`config.mk`:
```
export PLATFORM = sky130hd
export DESIGN_NAME = register_window_manager
export DESIGN_NICKNAME = d
export VERILOG_FILES = /design/src/rtl/register_window_manager.sv
export SDC_FILE = /design/constraint.sdc
export NUM_CORES = 1
export LEC_CHECK = 0
export ABC_AREA = 1
export CAP_MARGIN = 20
export CORE_ASPECT_RATIO = 0.6
export CORE_UTILIZATION = 44
export CTS_CLUSTER_DIAMETER = 150
export DETAILED_ROUTE_END_ITERATION = 7
export PLACE_DENSITY = 0.87
export SETUP_SLACK_MARGIN = 0.1
export SLEW_MARGIN = 40
export SYNTH_ARGS = -nofsm -noshare
export SYNTH_HDL_FRONTEND = slang
export SYNTH_SLANG_ARGS = --single-unit
```
`constraint.sdc`:
```
create_clock -name clk -period 1.65 [get_ports clk]
set_input_delay 0.2475 -clock clk [delete_from_list [all_inputs] [get_ports clk]]
set_output_delay 0.2475 -clock clk [all_outputs]
set_load 0.005 [all_outputs]
```
`src/rtl/register_window_manager.sv`:
```
// register_window_manager: CWP/residency control with spill/fill sequencing; WINDOW_STATS_EN adds spill/fill counters
module register_window_manager #(
  parameter int NUM_WINDOWS = 4,
  parameter int REGS_PER_WINDOW = 8,
  parameter int MAX_DEPTH = 16,
  parameter logic [7:0] SPILL_BASE = 8'h80
) (
  input  logic clk,
  input  logic rst,
  input  logic call_req,
  input  logic ret_req,
  output logic busy,
  output logic [$clog2(NUM_WINDOWS)-1:0] cwp,
  output logic [$clog2(NUM_WINDOWS)-1:0] rf_window_select,
  output logic [$clog2(REGS_PER_WINDOW)-1:0] rf_read_addr,
  input  logic [7:0] rf_read_data,
  output logic rf_write_enable,
  output logic [$clog2(REGS_PER_WINDOW)-1:0] rf_write_addr,
  output logic [7:0] rf_write_data,
  output logic mem_req,
  output logic mem_we,
  output logic [7:0] mem_addr,
  output logic [7:0] mem_wdata,
  input  logic [7:0] mem_rdata,
  input  logic mem_ack,
  output logic stack_overflow,
  output logic underflow_err,
`ifdef WINDOW_STATS_EN
  output logic [15:0] spill_count,
  output logic [15:0] fill_count,
`endif
  output logic proto_err
);
  localparam int WW = $clog2(NUM_WINDOWS);
  localparam int IW = $clog2(REGS_PER_WINDOW);
  localparam int DW = $clog2(MAX_DEPTH + 1);
  localparam int RW = $clog2(NUM_WINDOWS + 1);
  localparam logic [RW-1:0] FULL = RW'(NUM_WINDOWS);
  localparam logic [RW-1:0] ONE = RW'(1);
  localparam logic [DW-1:0] DMAX = DW'(MAX_DEPTH);
  localparam logic [IW-1:0] LAST = IW'(REGS_PER_WINDOW - 1);

  typedef enum logic [2:0] {IDLE, SETUP, SPILL, FILL, FILL_WR, FINISH} state_t;
  state_t state, state_d;

  logic [RW-1:0] resident;
  logic [DW-1:0] depth, slot;
  logic [IW-1:0] idx;
  logic [WW-1:0] tgt;
  logic is_spill;
  logic [7:0] fill_data, addr;
  logic do_call, do_ret, full, call_fast, call_ovf, call_spill, ret_fast, ret_under, ret_fill;
  logic spill_done, fill_done;

  assign do_call = state == IDLE && call_req && !ret_req;
  assign do_ret = state == IDLE && ret_req && !call_req;
  assign full = resident == FULL;
  assign call_fast = do_call && !full;
  assign call_ovf = do_call && full && depth == DMAX;
  assign call_spill = do_call && full && depth != DMAX;
  assign ret_fast = do_ret && resident != ONE;
  assign ret_under = do_ret && resident == ONE && depth == '0;
  assign ret_fill = do_ret && resident == ONE && depth != '0;
  assign spill_done = state == SPILL && mem_ack && idx == LAST;
  assign fill_done = state == FILL_WR && idx == LAST;
  // Fill reads the most recently spilled slot, one below the current depth
  assign slot = is_spill ? depth : depth - 1'b1;
  assign addr = SPILL_BASE + 8'(slot) * 8'(REGS_PER_WINDOW) + 8'(idx);

  always_ff @(posedge clk or posedge rst)
    if (rst) state <= IDLE;
    else state <= state_d;

  always_comb begin
    state_d = state;
    busy = state != IDLE;
    rf_window_select = (state == IDLE || state == FINISH) ? cwp : tgt;
    rf_read_addr = state == SPILL ? idx : '0;
    mem_req = state == SPILL || state == FILL;
    mem_we = state == SPILL;
    mem_addr = mem_req ? addr : '0;
    mem_wdata = state == SPILL ? rf_read_data : '0;
    rf_write_enable = state == FILL_WR;
    rf_write_addr = rf_write_enable ? idx : '0;
    rf_write_data = rf_write_enable ? fill_data : '0;
    case (state)
      IDLE:    state_d = (call_spill || ret_fill) ? SETUP : IDLE;
      SETUP:   state_d = is_spill ? SPILL : FILL;
      SPILL:   state_d = spill_done ? FINISH : SPILL;
      FILL:    state_d = mem_ack ? FILL_WR : FILL;
      FILL_WR: state_d = idx == LAST ? FINISH : FILL;
      default: state_d = IDLE;
    endcase
  end

  always_ff @(posedge clk or posedge rst)
    if (rst) begin
      cwp <= '0;
      resident <= ONE;
      depth <= '0;
      idx <= '0;
      tgt <= '0;
      is_spill <= 1'b0;
      fill_data <= '0;
      stack_overflow <= 1'b0;
      underflow_err <= 1'b0;
      proto_err <= 1'b0;
    end else begin
      stack_overflow <= call_ovf;
      underflow_err <= ret_under;
      proto_err <= state == IDLE && call_req && ret_req;
      if (call_fast) begin
        cwp <= cwp + 1'b1;
        resident <= resident + 1'b1;
      end
      if (ret_fast) begin
        cwp <= cwp - 1'b1;
        resident <= resident - 1'b1;
      end
      if (call_spill || ret_fill) begin
        tgt <= call_spill ? cwp + 1'b1 : cwp - 1'b1;
        is_spill <= call_spill;
        idx <= '0;
      end
      if (state == SPILL && mem_ack) idx <= idx + 1'b1;
      if (state == FILL && mem_ack) fill_data <= mem_rdata;
      if (state == FILL_WR) idx <= idx + 1'b1;
      if (spill_done) begin
        depth <= depth + 1'b1;
        cwp <= tgt;
      end
      if (fill_done) begin
        depth <= depth - 1'b1;
        cwp <= tgt;
      end
    end

`ifdef WINDOW_STATS_EN
  always_ff @(posedge clk or posedge rst)
    if (rst) begin
      spill_count <= '0;
      fill_count <= '0;
    end else begin
      if (spill_done && spill_count != 16'hFFFF) spill_count <= spill_count + 1'b1;
      if (fill_done && fill_count != 16'hFFFF) fill_count <= fill_count + 1'b1;
    end
`endif
endmodule

```
==> flow_metrics.py <==
metrics = {
    "run_status": {
        "run_status": "finished with violations",
        "violations_in_the_final_reports": "setup timing",
    },
    "logic_synthesis": {
        "synth-seq-cells": 30,
        "avgSynthCellArea_um2": 7.41,
        "synth-seq-area-share": 0.395,
        "synth_cell_type_count": 30,
        "synth_compound_area_frac": 0.101,
        "syn-num-nets": 286,
        "yosys-mux-area-fraction": 0,
        "ys_warn_count": 0,
        "post_synth_instance_area_um2": 1900,
        "main_combinational_cell_family_by_area_after_synthesis": "simple AND/OR/NAND/NOR gates",
        "synthCells": 257,
        "area_share_of_and_or_nand_nor_cells_after_synthesis": 0.294,
        "adder_and_majority_gate_portion_of_the_synthesized_area": 0.0526,
        "synth-xor-area-share": 0.0460,
    },
    "setup_path": {
        "cpLargestDelayFamily": "flip-flops",
        "critPathLaunchType": "flip-flop",
        "critPathLaunch": "state[0]",
        "arrival_ns": 1.69,
        "critical-path-max-stage-delay_ns": 0.45,
        "critical_path.endpoint": "rf_window_select[0]",
        "cp-end-kind": "primary output",
        "reg2reg_slack_ns": -0.25,
        "timing.critical_path.fanout_max": 4,
        "timing.critical_path.slowest_stage_cell": "dfrtp_1",
        "critical_path_class": "flip-flop to primary output",
        "r2r_start": "state[0]",
        "cp.buffers_inverters": 2,
        "worst_r2r_endpoint": "cwp[0]",
        "cp.required_ns": 1.40,
        "cp.depth": 7,
        "cell_by_cell_trace_of_the_critical_path": "nor2_4, nand2_2, o21ai_2, buf_4, nand2_1, o21ai_1, buf_2",
        "rr_worst_depth": 9,
    },
    "clocking": {
        "cts-root-buf": "clkbuf_8",
        "clkTransAtPathRegs_ns": 0.08,
        "worstSkewPairLatency_ns": 0.30,
        "clock-sinks": 30,
        "cts_buffers": 5,
        "tritoncts_clock_tree": "yes",
        "clk_path_buf_depth": 2,
        "htree_levels": 2,
    },
    "timing": {
        "fin_skew_ns": 0.0111,
        "timing.final.hold_violations": 0,
        "slew-limit-headroom": 0.655,
        "final_cycle_utilization_of_the_critical_path": 1.18,
        "tightestPinTransition_ns": 0.516,
        "rsz_0062_raised_after_global_routing": "true",
        "finalWorstSetupSlack_ns": -0.292,
        "max_freq_mhz": 515,
        "final_period_minus_worst_setup_slack_ns": 1.94,
        "final.hold.worst_slack_ns": 0.349,
        "final-max-slew-violation-count": 0,
        "setup_viol_count_final": 50,
    },
    "die": {
        "die-width_um": 86.9,
        "row_count": 18,
        "floorplan.die.height_um": 53.0,
        "design.portCount": 62,
        "fp.dieArea_um2": 4600,
        "core_area_um2": 4120,
        "initial_utilization": 0.462,
    },
    "grt": {
        "antenna_found_initial": 0,
        "global_route_wire_length_before_repair_um": 11300,
        "grt_max_degree": 31,
        "grt_use_total": 0.333,
        "globalRoute.totalOverflow": 0,
        "first_global_vias": 2431,
    },
    "detailed_routing": {
        "m1WireLength_um": 3270,
        "route.top_layer_used": "met4",
        "met2_length_um": 4490,
        "drt-total-wl_um": 9140,
        "drt-initial-drc-count": 166,
        "routed_wire_length_per_instance_um": 19.9,
        "via_density_per_instance": 5.75,
        "drc_errors": 0,
        "router_iterations_before_antenna_repair": 5,
        "vias": 2647,
        "route.antenna.remaining_nets": 0,
        "routed-wl-met3_um": 905,
    },
    "power": {
        "combinationalPowerShare": 0.693,
        "total_switching_power_w": 0.00303,
        "power.sequential.fraction": 0.206,
        "internal_w": 0.00356,
        "power.clock.fraction": 0.100,
        "vdd_ir_drop_max_mv": 1.05,
        "power_density_nw_per_um2": 1760,
        "cellLeakagePower_nw": 1.89,
        "power.switching_fraction": 0.459,
    },
    "hold_path": {
        "min-delay-path-class": "primary input to asynchronous set/reset pin",
    },
    "flow_run": {
        "maxCapViolCount": 0,
    },
    "finish": {
        "layout.filler_cells": 160,
        "drive_above_1_share": 0.565,
        "ff_latch_area_um2": 757,
        "finish.utilization": 0.907,
        "antennaDiodeCount": 0,
        "multiInputGateArea_um2": 1440,
        "nets": 428,
        "area_growth_pct": 96.3,
    },
    "placement": {
        "place_hpwl_um": 4110,
        "place_congestion": 0.925,
        "io_buffers": 61,
    },
}
==> per-stage QoR <==
step	setup TNS [ns]	cells	cell area, um2	power [W]	worst slack, ns
2_1_floorplan	0	257	1900	0.00267	0.131
3_3_place_gp	-0.967	404	2800	0.00402	-0.0666
3_5_place_dp	-2.28	404	2800	0.00415	-0.163
4_1_cts	-0.400	446	3270	0.00547	-0.0774
5_1_grt	-6.54	460	3740	0.00684	-0.324
6_report	-5.09	460	3740	0.00659	-0.292
==> synth_stat cells, drive strengths merged <==
cell,count,area share
ha,8,0.053
nand2,45,0.099
clkinv,1,0.0026
dfrtp,29,0.38
nand3b,1,0.0039
buf,2,0.0085
xnor2,2,0.0092
nand4,6,0.023
nand3,17,0.053
nor2,46,0.10
xor2,8,0.037
clkbuf,3,0.0059
o21ai,17,0.047
dfstp,1,0.014
inv,48,0.095
a21oi,16,0.042
nor3,2,0.0053
nor4,1,0.0033
or2,1,0.0033
o211ai,3,0.012
==> layer usage <==
metal / global-route usage / up-vias
met2: 0.596 / 236
met5: 0.0130 / -
met1: 0.385 / 1263
li1: - / 1091
met3: 0.0749 / 57
met4: 0.161 / 0
==> kinds of logic after synthesis <==
family | Yosys count
compound gates | 36
xor+xnor | 10
fa+ha+maj | 8
buf+inv | 54
flops | 30
simple gates | 119
==> cells in the final DEF (no fill, tap or decap), types with 2 or more instances in the layout <==
cell and count:
a21oi_2 11, buf_4 38, dfrtp_2 4, a21oi_1 5, nand3_2 4, o21ai_2 7
nand3_4 5, dfrtp_1 25, xnor2_1 2, nor2_4 27, nor2_1 9, ha_1 7
nand2_4 9, xor2_1 6, clkbuf_8 6, clkdlybuf4s50_1 25, nor2_2 10, inv_1 39
xor2_2 2, o21ai_1 8, o21ai_0 2, nand2_1 25, nand3_1 8, inv_4 4
o211ai_1 3, inv_2 5, nand2_2 12, nand4_1 5, buf_6 40, nand2_8 2
buf_2 31
==> cell type report <==
type	instances	share of cell area
well taps	60	0.0201
repair buffers	137	0.316
flip-flops and latches	30	0.202
inverters	49	0.0529
multi-input cells	176	0.384
clock buffers	7	0.0231
clock inverters	1	0.00134
==> sequential cells by signal, summed over array words and instances (netlist names) <==
signal / flops
fill_data: 8
depth: 5
idx: 3
resident: 3
state: 3
cwp: 2
tgt: 2
is_spill: 1
proto_err: 1
stack_overflow: 1
underflow_err: 1
==> worst min-delay path by stage <==
stage / slack, ns / startpoint / to / cells after the start
6_report: 0.35 / rst / stack_overflow / 3
5_1_grt: 0.40 / rst / resident[2] / 3
4_1_cts: 0.37 / rst / resident[2] / 3
3_5_place_dp: 0.47 / tgt[0] / cwp[0] / 2
3_3_place_gp: 0.46 / tgt[0] / cwp[0] / 2
2_1_floorplan: 0.34 / rst / cwp[0] / 1
==> tightest hold or removal path, cell delays in order <==
cell and delay, ns:
clkdlybuf4s50_1 0.41, inv_1 0.06, buf_4 0.36
==> repair_timing <==
item                                    CTS  global route
pin swaps                                22            37
hold buffers                              0             0
endpoints found under the setup margin   49            61
resized for setup                       225            98
setup buffers                            31            19
gates cloned                              4             0
==> power by group through the flow <==
| stage | registers (W) | logic, W | clock network, W |
|---|---|---|---|
| 2_1_floorplan | 0.00124 | 0.00143 | 0 |
| 3_3_place_gp | 0.00128 | 0.00274 | 0 |
| 3_5_place_dp | 0.00130 | 0.00285 | 0 |
| 4_1_cts | 0.00131 | 0.00353 | 0.000629 |
| 5_1_grt | 0.00138 | 0.00478 | 0.000686 |
| 6_report | 0.00136 | 0.00457 | 0.000662 |
(Power assumes the default switching activity.)
